**config.mk**
```make
export PLATFORM = sky130hd
export DESIGN_NAME = alu_4bit_exec_flat
export DESIGN_NICKNAME = d
export VERILOG_FILES = /design/src/rtl/alu_pkg.sv /design/src/rtl/alu_4bit_exec_if.sv /design/src/rtl/alu_4bit.sv /design/src/rtl/alu_4bit_exec.sv /design/src/flat_wrapper.sv
export SDC_FILE = /design/constraint.sdc
export NUM_CORES = 1
export LEC_CHECK = 0
export BUFFER_PORTS_ARGS = -buffer_cell sky130_fd_sc_hd__buf_4
export CAP_MARGIN = 25
export CELL_PAD_IN_SITES_DETAIL_PLACEMENT = 1
export CELL_PAD_IN_SITES_GLOBAL_PLACEMENT = 2
export CORE_UTILIZATION = 38
export DETAILED_ROUTE_END_ITERATION = 8
export GPL_ROUTABILITY_DRIVEN = 0
export GPL_TIMING_DRIVEN = 0
export PLACE_DENSITY = 0.94
export SLEW_MARGIN = 25
export SYNTH_ARGS = -nofsm -noshare
export SYNTH_HDL_FRONTEND = slang
export SYNTH_SLANG_ARGS = --single-unit
export TNS_END_PERCENT = 10
```
**constraint.sdc**
```tcl
create_clock -name clk -period 4.7 [get_ports clk]
set_input_delay 0.705 -clock clk [delete_from_list [all_inputs] [get_ports clk]]
set_output_delay 0.705 -clock clk [all_outputs]
set_load 0.05 [all_outputs]
```
**src/rtl/alu_pkg.sv**
```systemverilog
// Shared types for the 4-bit ALU datapath and its execution wrapper:
// opcode enum, flag struct and the buffered response record.
package alu_pkg;

  localparam int ALU_W = 4;
  localparam int OP_W  = 3;

  typedef enum logic [OP_W-1:0] {
    OP_ADD = 3'b000,
    OP_SUB = 3'b001,
    OP_AND = 3'b010,
    OP_OR  = 3'b011,
    OP_XOR = 3'b100,
    OP_NOT = 3'b101,
    OP_SHL = 3'b110,
    OP_SHR = 3'b111
  } alu_op_e;

  typedef struct packed {
    logic carry;
    logic overflow;
    logic zero;
  } alu_flags_t;

  typedef struct packed {
    logic [ALU_W-1:0] y;
    alu_flags_t       flags;
    alu_op_e          op;
  } alu_rsp_t;

  // Signed overflow of an addition, given the MSBs of both addends and the sum.
  function automatic logic add_ovf(logic a_msb, logic b_msb, logic y_msb);
    return (a_msb == b_msb) && (y_msb != a_msb);
  endfunction

endpackage

```
**src/rtl/alu_4bit_exec_if.sv**
```systemverilog
// Request/response channel pair between the ALU issuer (master) and the
// execution wrapper (slave).
interface alu_4bit_exec_if #(
  parameter int TAG_W = 4
);
  import alu_pkg::*;

  logic                 req_valid;
  logic                 req_ready;
  logic [ALU_W-1:0]     req_a;
  logic [ALU_W-1:0]     req_b;
  logic [OP_W-1:0]      req_op;
  logic [TAG_W-1:0]     req_tag;

  logic                 rsp_valid;
  logic                 rsp_ready;
  logic [ALU_W-1:0]     rsp_y;
  logic                 rsp_carry;
  logic                 rsp_overflow;
  logic                 rsp_zero;
  logic [OP_W-1:0]      rsp_op;
  logic [TAG_W-1:0]     rsp_tag;

  modport master (
    output req_valid, req_a, req_b, req_op, req_tag, rsp_ready,
    input  req_ready, rsp_valid, rsp_y, rsp_carry, rsp_overflow, rsp_zero,
           rsp_op, rsp_tag
  );

  modport slave (
    input  req_valid, req_a, req_b, req_op, req_tag, rsp_ready,
    output req_ready, rsp_valid, rsp_y, rsp_carry, rsp_overflow, rsp_zero,
           rsp_op, rsp_tag
  );

endinterface

```
**src/rtl/alu_4bit.sv**
```systemverilog
// Combinational 4-bit ALU: eight operations producing Y plus carry,
// signed-overflow (ADD/SUB only) and zero flags.
module alu_4bit
  import alu_pkg::*;
(
  input  logic [ALU_W-1:0] a,
  input  logic [ALU_W-1:0] b,
  input  alu_op_e          op,
  output logic [ALU_W-1:0] y,
  output alu_flags_t       flags
);

  logic [ALU_W-1:0] b_eff;
  logic [ALU_W:0]   sum;

  // SUB reuses the adder as A + ~B + 1, so carry out means "no borrow".
  always_comb begin
    b_eff = (op == OP_SUB) ? ~b : b;
    sum   = {1'b0, a} + {1'b0, b_eff} + {{ALU_W{1'b0}}, (op == OP_SUB)};
  end

  always_comb begin
    y     = '0;
    flags = '0;
    case (op)
      OP_ADD, OP_SUB: begin
        y              = sum[ALU_W-1:0];
        flags.carry    = sum[ALU_W];
        flags.overflow = add_ovf(a[ALU_W-1], b_eff[ALU_W-1], sum[ALU_W-1]);
      end
      OP_AND: y = a & b;
      OP_OR:  y = a | b;
      OP_XOR: y = a ^ b;
      OP_NOT: y = ~a;
      OP_SHL: begin
        y           = {a[ALU_W-2:0], 1'b0};
        flags.carry = a[ALU_W-1];
      end
      OP_SHR: begin
        y           = {1'b0, a[ALU_W-1:1]};
        flags.carry = a[0];
      end
      default: y = '0;
    endcase
    flags.zero = (y == '0);
  end

endmodule

```
**src/rtl/alu_4bit_exec.sv**
```systemverilog
// Valid/ready execution wrapper around alu_4bit with a 2-entry in-order
// response buffer. Optional saturating op/overflow counters: ALU_EXEC_STATS_EN.
module alu_4bit_exec
  import alu_pkg::*;
#(
  parameter int DEPTH = 2,
  parameter int TAG_W = 4
) (
  input  logic                 clk,
  input  logic                 rst_n,
  alu_4bit_exec_if.slave       bus
`ifdef ALU_EXEC_STATS_EN
  ,
  output logic [15:0]          stat_ops,
  output logic [15:0]          stat_ovf
`endif
);

  localparam logic [1:0] DEPTH_C = 2'(DEPTH);

  logic [1:0]       count_reg, count_next;
  logic             wr_ptr_reg, wr_ptr_next;
  logic             rd_ptr_reg, rd_ptr_next;
  alu_rsp_t         head_reg, head_next;
  logic [TAG_W-1:0] head_tag_reg, head_tag_next;

  logic             req_ready_int, rsp_valid_int;
  logic             push, pop;
  logic [ALU_W-1:0] alu_y;
  alu_flags_t       alu_flags;
  alu_rsp_t         new_ent, other_ent;
  logic [TAG_W-1:0] other_tag;

  alu_4bit u_alu (
    .a     (bus.req_a),
    .b     (bus.req_b),
    .op    (alu_op_e'(bus.req_op)),
    .y     (alu_y),
    .flags (alu_flags)
  );

  always_comb begin
    req_ready_int = (count_reg < DEPTH_C);
    rsp_valid_int = (count_reg != 2'd0);
    push          = bus.req_valid && req_ready_int;
    pop           = rsp_valid_int && bus.rsp_ready;
    new_ent       = '{y: alu_y, flags: alu_flags, op: alu_op_e'(bus.req_op)};
  end

  // Storage slots, written at the write pointer on each accepted request.
  genvar gi;
  for (gi = 0; gi < 2; gi++) begin : g_ent
    alu_rsp_t         ent_reg;
    logic [TAG_W-1:0] tag_reg;

    always_ff @(posedge clk) begin
      if (!rst_n) begin
        ent_reg <= '0;
        tag_reg <= '0;
      end else if (push && (wr_ptr_reg == 1'(gi))) begin
        ent_reg <= new_ent;
        tag_reg <= bus.req_tag;
      end
    end
  end

  // Entry behind the current head, i.e. the one that becomes head on a pop.
  always_comb begin
    other_ent = rd_ptr_reg ? g_ent[0].ent_reg : g_ent[1].ent_reg;
    other_tag = rd_ptr_reg ? g_ent[0].tag_reg : g_ent[1].tag_reg;
  end

  // The head is kept in its own register so outputs hold their last value
  // once the buffer drains instead of showing a stale slot.
  always_comb begin
    count_next    = count_reg;
    wr_ptr_next   = wr_ptr_reg ^ push;
    rd_ptr_next   = rd_ptr_reg ^ pop;
    head_next     = head_reg;
    head_tag_next = head_tag_reg;
    case ({push, pop})
      2'b10:   count_next = count_reg + 2'd1;
      2'b01:   count_next = count_reg - 2'd1;
      default: count_next = count_reg;
    endcase
    if (pop) begin
      if (count_reg == 2'd2) begin
        head_next     = other_ent;
        head_tag_next = other_tag;
      end else if (push) begin
        head_next     = new_ent;
        head_tag_next = bus.req_tag;
      end
    end else if (push && (count_reg == 2'd0)) begin
      head_next     = new_ent;
      head_tag_next = bus.req_tag;
    end
  end

  always_ff @(posedge clk) begin
    if (!rst_n) begin
      count_reg    <= '0;
      wr_ptr_reg   <= 1'b0;
      rd_ptr_reg   <= 1'b0;
      head_reg     <= '0;
      head_tag_reg <= '0;
    end else begin
      count_reg    <= count_next;
      wr_ptr_reg   <= wr_ptr_next;
      rd_ptr_reg   <= rd_ptr_next;
      head_reg     <= head_next;
      head_tag_reg <= head_tag_next;
    end
  end

  assign bus.req_ready    = req_ready_int;
  assign bus.rsp_valid    = rsp_valid_int;
  assign bus.rsp_y        = head_reg.y;
  assign bus.rsp_carry    = head_reg.flags.carry;
  assign bus.rsp_overflow = head_reg.flags.overflow;
  assign bus.rsp_zero     = head_reg.flags.zero;
  assign bus.rsp_op       = head_reg.op;
  assign bus.rsp_tag      = head_tag_reg;

`ifdef ALU_EXEC_STATS_EN
  logic [15:0] stat_ops_reg, stat_ovf_reg;

  always_ff @(posedge clk) begin
    if (!rst_n) begin
      stat_ops_reg <= '0;
      stat_ovf_reg <= '0;
    end else if (push) begin
      if (stat_ops_reg != 16'hFFFF) stat_ops_reg <= stat_ops_reg + 16'd1;
      if (alu_flags.overflow && (stat_ovf_reg != 16'hFFFF))
        stat_ovf_reg <= stat_ovf_reg + 16'd1;
    end
  end

  assign stat_ops = stat_ops_reg;
  assign stat_ovf = stat_ovf_reg;
`endif

endmodule

```
**src/flat_wrapper.sv**
```systemverilog
// flat-port wrapper written by rule: the top's interface ports become plain ports
module alu_4bit_exec_flat import alu_pkg::*;
#(
  parameter int DEPTH = 2,
  parameter int TAG_W = 4
)
  (clk, rst_n, bus_req_valid, bus_req_a, bus_req_b, bus_req_op, bus_req_tag, bus_rsp_ready, bus_req_ready, bus_rsp_valid, bus_rsp_y, bus_rsp_carry, bus_rsp_overflow, bus_rsp_zero, bus_rsp_op, bus_rsp_tag);
  alu_4bit_exec_if #(.TAG_W(TAG_W)) bus_i ();
  input  logic clk;
  input  logic rst_n;
  input wire logic [$bits(bus_i.req_valid)-1:0] bus_req_valid;
  input wire logic [$bits(bus_i.req_a)-1:0] bus_req_a;
  input wire logic [$bits(bus_i.req_b)-1:0] bus_req_b;
  input wire logic [$bits(bus_i.req_op)-1:0] bus_req_op;
  input wire logic [$bits(bus_i.req_tag)-1:0] bus_req_tag;
  input wire logic [$bits(bus_i.rsp_ready)-1:0] bus_rsp_ready;
  output wire logic [$bits(bus_i.req_ready)-1:0] bus_req_ready;
  output wire logic [$bits(bus_i.rsp_valid)-1:0] bus_rsp_valid;
  output wire logic [$bits(bus_i.rsp_y)-1:0] bus_rsp_y;
  output wire logic [$bits(bus_i.rsp_carry)-1:0] bus_rsp_carry;
  output wire logic [$bits(bus_i.rsp_overflow)-1:0] bus_rsp_overflow;
  output wire logic [$bits(bus_i.rsp_zero)-1:0] bus_rsp_zero;
  output wire logic [$bits(bus_i.rsp_op)-1:0] bus_rsp_op;
  output wire logic [$bits(bus_i.rsp_tag)-1:0] bus_rsp_tag;
  assign bus_i.req_valid = bus_req_valid;
  assign bus_i.req_a = bus_req_a;
  assign bus_i.req_b = bus_req_b;
  assign bus_i.req_op = bus_req_op;
  assign bus_i.req_tag = bus_req_tag;
  assign bus_i.rsp_ready = bus_rsp_ready;
  assign bus_req_ready = bus_i.req_ready;
  assign bus_rsp_valid = bus_i.rsp_valid;
  assign bus_rsp_y = bus_i.rsp_y;
  assign bus_rsp_carry = bus_i.rsp_carry;
  assign bus_rsp_overflow = bus_i.rsp_overflow;
  assign bus_rsp_zero = bus_i.rsp_zero;
  assign bus_rsp_op = bus_i.rsp_op;
  assign bus_rsp_tag = bus_i.rsp_tag;
  alu_4bit_exec #(.DEPTH(DEPTH), .TAG_W(TAG_W)) u_core (.clk(clk), .rst_n(rst_n), .bus(bus_i));
endmodule
```
After elaboration in Yosys (flattened, before gate mapping)
Cells that the tools add are included.
Widths: inputs -> output; s select.

storage, ports and cells
  register bits = 46
  input bits = 19
  output and inout bits = 16
  logic and storage cells = 76

operators by class
  $add $sub $neg = 4
  magnitude comparators = 1
  equality and inequality tests = 13
  multiplexer cells = 15
  bitwise gates (word level) = 8
  reduce and logical (&&, ||, !) cells = 14

operators by type and width
  kind                 number
  $mux 10              5
  $pmux 4 s7           1
  $mux 4               6
  $eq 3x3->1 const B   4
  $not 4->4            2
  $eq 3x2->1 const B   2
  $logic_and 1x1->1    6
  $reduce_bool 2->1    3
  $add 4x4->5          1
  $add 5x1->5          1
  $and 4x4->4          1
  $eq 2x2->1 const B   2
  $logic_not 4->1      1
  $or 4x4->4           1
  $pmux 2 s2           1
  $xor 4x4->4          1
  $eq 3x1->1 const B   1
  $logic_not 3->1      1
  $ne 3x2->1 const B   1
  $pmux 1 s3           1
  $add 2x1->2 const B  1
  $eq 2x1->1 const B   1
  $logic_not 2->1      1
  $lt 2x2->1 const B   1
  other kinds (8)      9

Longest topological paths before layout
Gate-level depths: netlist of run 1.

  word-level depth = 10
  mapped depth = 11
  gate-level depth less buffers = 9

Cells and area by module
Synthesis of run 1 repeated with hierarchy kept, for this count alone.

second synthesis, totals
  cells, all modules = 297
  area total of the unflattened synthesis = 2820.2 sq um

modules (own cells, without submodules)
  module         instances  cells an instance  area an instance (sq um)  seq. area each (sq um)
  alu_4bit_exec  1          212                2145.8                    920.9
  alu_4bit       1          85                 674.4                     0.0

Least setup slack after synthesis of run 1
OpenSTA, ideal clock, no wires.

  kind = input -> register
  start = input port bus_req_op[0]
  end = register u_core.head_reg, in the netlist u_core.bus.rsp_zero
  arrival = 2.964 ns
  setup slack = 1.648 ns
  cell stages on the path = 10
  path buffers = 2
  path through = buf_4 or3b_1 buf_6 xnor2_1 inv_1 fa_1 nor2_1 a211o_1 a2111o_1 o32ai_2

between the ends
  longest elaborated chain between the ends = 9
  elaborated cells on any way between the ends = 18
  those cells by class = add/sub (2); eq/ne (7); mux (6); reduce/logical (3)

RTL lines
  element                 RTL line                                        source
  start: declaration      flat_wrapper.sv:14                              input wire logic [$bits(bus_i.req_op)-1:0] bus_req_op;
  $eq 3x1->1              alu_4bit.sv:18, alu_4bit.sv:19, alu_4bit.sv:25
  $mux 4                  alu_4bit.sv:18                                  b_eff = (op == OP_SUB) ? ~b : b;
  $add 4x4->5             alu_4bit.sv:19                                  sum = {1'b0, a} + {1'b0, b_eff} + {{ALU_W{1'b0}}, (op == OP_SUB)};
  $add 5x1->5             alu_4bit.sv:19
  $pmux 4 s7 *            alu_4bit.sv:25                                  case (op)
  $logic_not 4->1 *       alu_4bit.sv:45                                  flags.zero = (y == '0);
  $mux 10                 alu_4bit_exec.sv:90                             end else if (push) begin
  $mux 10                 alu_4bit_exec.sv:87                             if (count_reg == 2'd2) begin
  $mux 10 *               alu_4bit_exec.sv:86                             if (pop) begin
  end signal: assignment  alu_4bit_exec.sv:111                            head_reg <= head_next;
  end: declaration        alu_4bit_exec.sv:24                             alu_rsp_t head_reg, head_next;

Mark *: on every way between the ends. The rest lies on a longest branch, timed or not. The select of a mux whose other input is x is not followed.
A chain may end at the register's enable or synchronous reset.

Worst setup path in the final report of run 1
  start = input port bus_req_op[1]
  end = register u_core.head_reg, in the netlist u_core.bus.rsp_zero

The elaborated chain is that of the path after synthesis.

==> results of run 1 <==
==> critical path: stages <==
cell	delay, ns
buf_4	0.15
or3b_1	0.36
buf_6	0.15
xnor2_1	0.19
inv_1	0.09
fa_1	0.51
nor2_1	0.05
a211o_1	0.30
a2111o_1	0.44
o32ai_2	0.27
==> cell usage in the layout, fill, tap and decap left out, drive strengths merged, types with 5 or more instances in the layout <==
master  instances
a211oi         10
a21oi          15
a311oi          5
buf            36
clkbuf         21
dfxtp          46
ha             17
inv            18
mux2i          28
nand2          21
nand2b          7
nor2           40
nor2b           9
o21ai           5
xnor2           7
==> per-stage QoR <==
step	total power, mW	hold slack, ns
floorplan	0.960	0.450
global placement	1.13	0.462
detailed placement	1.15	0.471
CTS	1.38	0.483
global route	1.45	0.505
finish	1.37	0.481
==> area by class of cell <==
type | count | area (µm²) | area share, %
timing repair buffer | 32 | 240 | 7.75
clock inverter | 2 | 10.0 | 0.323
sequential | 46 | 921 | 29.7
tap | 96 | 120 | 3.88
multi-input combinational | 216 | 1580 | 51.0
clock buffer | 5 | 68.8 | 2.22
inverter | 19 | 71.3 | 2.30
buffer | 20 | 87.6 | 2.83
==> metal layers <==
layer,part of all wire (%),track usage [%],vias up
met4,0.93,3.64,0
met2,50,36.8,44
met3,2.7,3.27,9
met1,47,25.8,1147
li1,-,-,1137
met5,0,0,-
==> power by group <==
part           leakage (nW)  internal, mW  switching (mW)
clock                0.0438         0.100           0.129
sequential            0.376         0.463          0.0453
combinational         0.817         0.225           0.412
==> how the worst min path moves through the flow <==
stage                                           from                          to  slack [ns]  cells after the start
final                     u_core.g_ent[0].ent_reg[5]  u_core.g_ent[0].ent_reg[5]        0.48                      2
after global routing      u_core.g_ent[0].ent_reg[5]  u_core.g_ent[0].ent_reg[5]        0.50                      2
after CTS                 u_core.g_ent[0].ent_reg[5]  u_core.g_ent[0].ent_reg[5]        0.48                      2
after detailed placement  u_core.g_ent[0].ent_reg[5]  u_core.g_ent[0].ent_reg[5]        0.47                      2
after global placement    u_core.g_ent[0].ent_reg[4]  u_core.g_ent[0].ent_reg[4]        0.46                      2
after floorplan           u_core.g_ent[1].ent_reg[4]  u_core.g_ent[1].ent_reg[4]        0.45                      2
==> cell families after synthesis <==
group | Yosys count | synth area share [%]
and+or+nand+nor | 96 | 17.2
adders and majority gates | 18 | 8.75
DFF | 46 | 34.6
AOI/OAI and AO/OA | 63 | 18.2
muxes | 31 | 12.7
buffers and inverters | 39 | 5.98
xor gates and xnor gates | 8 | 2.64
==> summary.txt, run 1 <==
Run status
  • Status: finished clean

Synth
  • Most common cell in the netlist: dfxtp_1
  • Commonest cells post-synth: 46 x dfxtp_1, 40 x nor2_1, 28 x mux2i_1, 21 x nand2_1, 17 x ha_1
  • Synth Area per Inst: just under 9 µm²
  • Post-synthesis async set-or-reset flop share: 0%
  • Post-synth top area share: about 35%
  • Ranking of synthesized cells by area: dfxtp_1 35%, mux2i_1 11%, ha_1 8.0%
  • Synth area leader: dfxtp_1
  • Post-synthesis sequential area ratio: between 30% and 40%
  • Syn Nets: 338
  • Gate Count Post-Synth: about 300
  • Top_reg_cell synth: dfxtp_1
  • Yosys cell types: 52
  • Seq cells post-synth: 46
  • EDFF count, synth: 0
  • Warnings from Yosys: 0
  • Synthesized area: between 2000 and 3000 µm²

Timing
  • Slew Limit Fails: 0
  • F_max: about 330 MHz
  • Tmin final: ~3.0 ns
  • Final Skew: 0.00778 ns
  • RSZ-0062 raised after global routing: false
  • Setup violations, final: 0
  • Max_slew headroom: between 40% and 50%
  • Final worst slack: about 1.7 ns
  • Final period utilization: ~64%
  • TNS Setup: 0 ns
  • Worst Tran Pin Value: approximately 0.76 ns
  • Final hold vios: 0

Critical path
  • Crit path required time: ~5 ns
  • WP data arrival: approximately 3.2 ns
  • Crit path launch type: primary input
  • Critical R2R Launch: u_core.count_reg[1]
  • Worst R2R End: u_core.g_ent[1].tag_reg[0]
  • R2r worst-path depth: 8
  • Crit Path Class: primary input to flop
  • Crit path launch: bus_req_op[1]
  • Worst-path fanout max: 8
  • Crit path to: u_core.bus.rsp_zero
  • Reg-to-reg setup timing slack: 2.21 ns
  • CP Capture Type: flop

Floorplan
  • Ports: 35
  • Site Rows: 30
  • Initial core utilization: approximately two fifths
  • Die area: approximately 7300 µm²
  • Die width: approximately 86 µm
  • Area of the core: 6790 µm²
  • Die H: between 80 and 90 µm

Final layout
  • Fillers: approximately 830
  • Non-Filler Instances: 436
  • Layout area overhead: 16.5%
  • Ratio of cells with drive above 1 in the final layout: ~16%
  • Ant. Diodes: 0
  • Util after Layout: a little under half
  • Largest register FFs: 20
  • Design Area, Final: 3100 µm²
  • Nets@finish: around 380

Routing
  • Routed WL: roughly 7.3 mm
  • Final routed DRC violation total: 0
  • Post-route ant nets: 0
  • Initial DRC Count: 123
  • First-pass DRT Iterations: 4
  • Via Count: 2337
  • Average wire per standard cell: ~17 µm
  • DR vias/cell: 5.36

Global route
  • First-pass GRT wire length: 11.8 mm
  • GRT Total Usage: approximately a fifth
  • Vias in the first global route: roughly 2400
  • Grt ovf: 0
  • Initial antenna violation count: 0
  • Largest net degree at the start of global routing: 14

Pwr
  • Pwr/cell area: roughly 440 nW/µm²
  • Maximum vdd drop: ~180 µV
  • Leak Pwr: 1.24 nW

Clock tree
  • Total CTS buffers: 5
  • H-tree depth: 2
  • Clock Sink Count: 46
  • Clock root buffer: clkbuf_8
  • Post-CTS setup buffers: 0
  • Worst-path clk slew: 0.08 ns
  • TritonCTS clock tree: done
  • CTS max path bufs: 2
  • Worst-skew pair later-pin latency: about 0.29 ns
  • CTS resizes: 0
  • Cts hold-fix bufs: 0

Flow run
  • Max-cap viol count: 0

Placement
  • Post-place instance area: ~3000 µm²
  • I/O Buffers: 32
  • Cells after DPL: about 430
  • HPWL Detailed: 5.32 mm
  • Pre-CTS WS: between 1 and 1.5 ns

Hold path
  • Worst hold path class: flop to flop
(Power assumes the default switching activity.)
==> run 2, diff against run 1 <==
--- a/config.mk
+++ b/config.mk
@@ -9,11 +9,11 @@
 export CAP_MARGIN = 25
 export CELL_PAD_IN_SITES_DETAIL_PLACEMENT = 1
 export CELL_PAD_IN_SITES_GLOBAL_PLACEMENT = 2
-export CORE_UTILIZATION = 38
+export CORE_UTILIZATION = 32
 export DETAILED_ROUTE_END_ITERATION = 8
 export GPL_ROUTABILITY_DRIVEN = 0
 export GPL_TIMING_DRIVEN = 0
-export PLACE_DENSITY = 0.94
+export PLACE_DENSITY = 0.85
 export SLEW_MARGIN = 25
 export SYNTH_ARGS = -nofsm -noshare
 export SYNTH_HDL_FRONTEND = slang
==> constraint.sdc (replaced) <==
create_clock -name clk -period 2.7 [get_ports clk]
set_input_delay 0.405 -clock clk [delete_from_list [all_inputs] [get_ports clk]]
set_output_delay 0.405 -clock clk [all_outputs]
set_load 0.05 [all_outputs]
==> summary.txt, run 2 (same netlist as run 1, synthesis figures left out) <==
Hold path
  • Worst hold path class: primary input to flop
  • Hold_sp: bus_req_tag[1]

Global route
  • Vias in the first global route: 2400
  • Initial antenna violation count: 0
  • First-pass GRT wire length: approximately 12 mm
  • GRT Total Usage: between 10% and 20%
  • Grt ovf: 0
  • Largest net degree at the start of global routing: 14

Final layout
  • Ant. Diodes: 0
  • FF/Latch Area: between 900 and 1000 µm²
  • Nets@finish: between 300 and 400
  • Ratio of cells with drive above 1 in the final layout: around 16%
  • Largest register FFs: 20
  • Commonest non-fill, non-tap cell in the layout: dfxtp_1
  • Multi-input logic area: 1590 µm²
  • Layout area overhead: 17.8%
  • Fillers: between 900 and 1000
  • Most frequent cells in the layout: 46 x dfxtp_1, 40 x nor2_1, 33 x buf_4

Timing
  • Slew Limit Fails: 0
  • Tmin final: approximately 2.6 ns
  • Final worst slack: around 0.14 ns
  • Setup violations, final: 0
  • F_max: 390 MHz
  • Worst Tran Pin Value: 0.785 ns
  • RSZ-0062 raised after global routing: false
  • Final period utilization: between 90 and 100%
  • Final Skew: 0.00673 ns
  • Max_slew headroom: a little under half
  • Final hold vios: 0
  • TNS Setup: 0 ns

Pwr
  • Net Switching: 1.02 mW
  • Seq pwr share: between 30% and 40%
  • Net Sw Frac: about 42%
  • Pwr/cell area: just under 800 nW/µm²
  • Int Power: 1.41 mW
  • Maximum vdd drop: ~320 µV
  • Leak Pwr: roughly 1.3 nW
  • Clk pwr share: 18.2%
  • Gate power share: a little under half

Critical path
  • Crit Path Class: primary input to flop
  • Crit path launch type: primary input
  • Crit path required time: 2.92 ns
  • CP Capture Type: flop
  • Crit path launch: bus_req_op[1]
  • WP data arrival: about 2.8 ns
  • Reg-to-reg setup timing slack: 0.27 ns
  • Worst-path fanout max: 8
  • Critical R2R Launch: u_core.count_reg[1]

Routing
  • DR vias/cell: 5.15
  • First-pass DRT Iterations: 4
  • Post-route ant nets: 0
  • Average wire per standard cell: approximately 16 µm
  • Routed WL: 7.19 mm
  • Initial DRC Count: roughly 70
  • Via Count: approximately 2300
  • Final routed DRC violation total: 0

Flow run
  • Max-cap viol count: 0

Floorplan
  • Site Rows: 32
  • Area of the core: between 7000 and 8000 µm²
  • Die H: roughly 93 µm
  • Ports: 35
  • Initial core utilization: between 30% and 40%
  • Die width: 93.2 µm
  • Die area: a little under 9000 µm²

Clock tree
  • CTS resizes: 0
  • Post-CTS setup buffers: 0
  • Worst-skew pair later-pin latency: around 0.3 ns
  • Clock root buffer: clkbuf_8
  • Worst-path clk slew: 0.09 ns
  • Total CTS buffers: 5
  • TritonCTS clock tree: done
  • CTS max path bufs: 2
  • H-tree depth: 2
  • Clock Sink Count: 46
  • Cts hold-fix bufs: 0

Placement
  • I/O Buffers: 32
  • Pre-CTS WS: -0.224 ns
  • HPWL Detailed: between 5 and 6 mm

Run status
  • Status: finished clean
run 2: cell count changes in the layout (fill, tap and decap cells not counted), sizes merged:
cell	previous run	this run
clkinv	3	2
clkbuf	21	23
run 2: per-layer routing:
metal	vias up	global-route usage, %	wire, µm
met5	-	0	0
met4	0	4.36	87
met3	6	2.93	167
met2	32	30.8	3370
met1	1109	23.3	3560
li1	1135	-	-
run 2: cell type report:
type,instances,share of cell area (%)
plain buffers,20,2.80
clock buffers,7,2.76
clock inverters,1,0.160
inverters,19,2.28
multi-input cells,216,50.9
flip-flops and latches,46,29.4
well taps,102,4.07
repair buffers,32,7.67
run 2: per-stage QoR:
| step | hold slack, ns | utilization [%] | area [µm²] | std cells | power (mW) |
|---|---|---|---|---|---|
| 3_3_place_gp | 0.461 | 38.5 | 3030 | 435 | 1.98 |
| 4_1_cts | 0.362 | 39.6 | 3130 | 443 | 2.45 |
| 5_1_grt | 0.366 | 39.7 | 3130 | 443 | 2.58 |
| 6_report | 0.364 | 39.7 | 3130 | 443 | 2.43 |
| 3_5_place_dp | 0.470 | 38.5 | 3030 | 435 | 2.00 |
| 2_1_floorplan | 0.450 | - | 2670 | 301 | 1.67 |
run 2: critical path, stage by stage:
cell      delay, ns
buf_4          0.14
or3b_1         0.36
buf_6          0.15
xnor2_2        0.13
ha_1           0.31
nand3b_1       0.12
o211a_4        0.28
o221a_4        0.24
a2111o_1       0.42
o31ai_1        0.21
run 2: final timing paths:
kind / to / cells past startpoint
worst max-delay path: u_core.g_ent[0].ent_reg[3] / 10
worst min-delay path: u_core.g_ent[0].tag_reg[1] / 3
worst max register to register: u_core.g_ent[0].ent_reg[1] / 8
worst min register to register: u_core.g_ent[0].ent_reg[5] / 2
run 2: power by group through the flow:
stage	Sequential [mW]	Clock, mW	Combinational (mW)
4_1_cts	0.879	0.452	1.11
3_5_place_dp	0.895	0	1.11
3_3_place_gp	0.891	0	1.09
2_1_floorplan	1.05	0	0.624
5_1_grt	0.894	0.484	1.21
6_report	0.878	0.443	1.11
==> run 3, diff against run 2 <==
--- a/config.mk
+++ b/config.mk
@@ -9,11 +9,13 @@
 export CAP_MARGIN = 25
 export CELL_PAD_IN_SITES_DETAIL_PLACEMENT = 1
 export CELL_PAD_IN_SITES_GLOBAL_PLACEMENT = 2
+export CORE_ASPECT_RATIO = 0.75
 export CORE_UTILIZATION = 32
 export DETAILED_ROUTE_END_ITERATION = 8
 export GPL_ROUTABILITY_DRIVEN = 0
 export GPL_TIMING_DRIVEN = 0
 export PLACE_DENSITY = 0.85
+export SKIP_LAST_GASP = 1
 export SLEW_MARGIN = 25
 export SYNTH_ARGS = -nofsm -noshare
 export SYNTH_HDL_FRONTEND = slang
==> summary.txt, run 3 (same netlist as run 1, synthesis figures left out) <==
Run status
  • Status: finished clean

Routing
  • Average wire per standard cell: approximately 17 µm
  • Initial DRC Count: 87
  • Final routed DRC violation total: 0
  • Routed WL: between 7 and 8 mm
  • First-pass DRT Iterations: 4
  • DR vias/cell: 5.16
  • Post-route ant nets: 0
  • Via Count: around 2300

Final layout
  • Nets@finish: 378
  • Ratio of cells with drive above 1 in the final layout: 16.7%
  • Fillers: ~940
  • Most frequent cells in the layout: 46 x dfxtp_1, 40 x nor2_1, 34 x buf_4
  • FF/Latch Area: just over 900 µm²
  • Layout area overhead: 18.4%
  • Largest register FFs: 20
  • Multi-input logic area: ~1600 µm²
  • Ant. Diodes: 0
  • Commonest non-fill, non-tap cell in the layout: dfxtp_1
  • Util after Layout: 39.6%

Global route
  • Grt ovf: 0
  • Vias in the first global route: 2397
  • Largest net degree at the start of global routing: 17
  • Initial antenna violation count: 0
  • GRT Total Usage: between 10% and 20%
  • First-pass GRT wire length: between 10 and 15 mm

Pwr
  • Pwr/cell area: ~770 nW/µm²
  • Maximum vdd drop: about 320 µV
  • Leak Pwr: 1.26 nW

Timing
  • RSZ-0062 raised after global routing: false
  • Slew Limit Fails: 0
  • Final Skew: 0.00999 ns
  • Max_slew headroom: 52.8%
  • Tmin final: about 2.6 ns
  • Final hold vios: 0
  • Worst hold slack: between 0.3 and 0.4 ns
  • F_max: 387 MHz
  • Setup violations, final: 0
  • Worst Tran Pin Value: ~0.71 ns
  • Final period utilization: a little over nine tenths

Floorplan
  • Initial core utilization: roughly a third
  • Site Rows: 28
  • Die area: about 8700 µm²
  • Die H: 80.9 µm
  • Die width: between 100 and 150 µm
  • Ports: 35
  • Area of the core: 7950 µm²

Critical path
  • Crit path required time: ~2.9 ns
  • Critical R2R Launch: u_core.count_reg[1]
  • Crit path to: u_core.g_ent[0].ent_reg[3]
  • Largest stage delay, worst path: 0.50 ns
  • Worst R2R End: u_core.g_ent[1].ent_reg[0]
  • CP Capture Type: flop
  • WP data arrival: 2.81 ns
  • R2r worst-path depth: 8
  • Crit path launch type: primary input
  • Reg-to-reg setup timing slack: around 0.33 ns
  • Crit-path slowest cell: fa_1
  • Worst-path fanout max: 8
  • Crit path launch: bus_req_op[1]
  • Crit Path Class: primary input to flop
  • CP Cell Sequence: buf_4 -> or3b_1 -> buf_6 -> xnor2_2 -> inv_1 -> fa_1 -> nor2_1 -> a211o_1 -> a2111o_1 -> o31ai_1

Clock tree
  • Clock root buffer: clkbuf_8
  • Worst-skew pair later-pin latency: around 0.31 ns
  • Clock Sink Count: 46
  • Total CTS buffers: 5
  • Cts hold-fix bufs: 0
  • TritonCTS clock tree: done
  • H-tree depth: 2
  • CTS max path bufs: 2
  • Worst-path clk slew: 0.10 ns

Placement
  • HPWL Detailed: between 5 and 6 mm
  • I/O Buffers: 32

Flow run
  • Max-cap viol count: 0

Hold path
  • Worst hold path class: primary input to flop
-- run 3: cell types whose count changed in the layout (fill, tap and decap cells not counted), sizes merged --
| cell | before | now |
|---|---|---|
| buf | 36 | 37 |
| clkbuf | 23 | 21 |
| clkinvlp | 0 | 1 |
| inv | 18 | 19 |
-- run 3: how the worst min path moves through the flow --
stage	cells after the start	slack, ns	to	from
after floorplan	2	0.45	u_core.g_ent[1].ent_reg[4]	u_core.g_ent[1].ent_reg[4]
after global placement	2	0.46	u_core.g_ent[0].ent_reg[5]	u_core.g_ent[0].ent_reg[5]
after detailed placement	2	0.47	u_core.g_ent[0].ent_reg[4]	u_core.g_ent[0].ent_reg[4]
after CTS	3	0.34	u_core.g_ent[1].tag_reg[0]	bus_req_tag[0]
after global routing	3	0.36	u_core.g_ent[1].tag_reg[3]	bus_req_tag[3]
final	3	0.35	u_core.g_ent[1].tag_reg[0]	bus_req_tag[0]
-- run 3: metrics by stage --
step | setup WS (ns) | power (mW) | cells | instance area (µm²) | TNS (ns)
final | 0.115 | 2.44 | 447 | 3150 | 0
after global routing | 0.00779 | 2.60 | 447 | 3150 | 0
after CTS | 0.0579 | 2.46 | 446 | 3130 | 0
after detailed placement | -0.262 | 2.01 | 438 | 3040 | -0.926
after global placement | -0.211 | 1.98 | 438 | 3040 | -0.661
after floorplan | 0.00824 | 1.67 | 301 | 2670 | 0
-- run 3: critical path, delay by kind of cell --
family	cells	cell delay, ns
simple gates	2	0.41
compound gates	3	0.91
buf+inv	3	0.40
fa+ha+maj	1	0.50
xor+xnor	1	0.17
-- run 3: routing by layer --
layer	GRT usage [%]	wire length, µm	share of wire [%]
met1	26.2	3730	50
met2	29.7	3330	45
met3	3.21	290	3.9
met4	4.66	90	1.2
met5	0	0	0
-- run 3: layout make-up --
| class | instances | share of cell area (%) |
|---|---|---|
| Buffer | 20 | 2.78 |
| Inverter | 19 | 2.27 |
| Clock inverter | 3 | 0.795 |
| Tap cell | 105 | 4.17 |
| Multi-Input combinational cell | 216 | 50.7 |
| Sequential cell | 46 | 29.3 |
| Timing Repair Buffer | 33 | 7.87 |
| Clock buffer | 5 | 2.19 |
-- run 3: power by group --
part | internal, mW | leakage, nW | switching [mW]
registers | 0.805 | 0.376 | 0.0726
clock network | 0.187 | 0.0447 | 0.263
logic | 0.395 | 0.835 | 0.715
-- run 3: repair_timing --
action / in CTS / in global routing
endpoints found under the setup margin: 0 / 3
gates resized for setup: 0 / 1
buffers inserted: 0 / 1
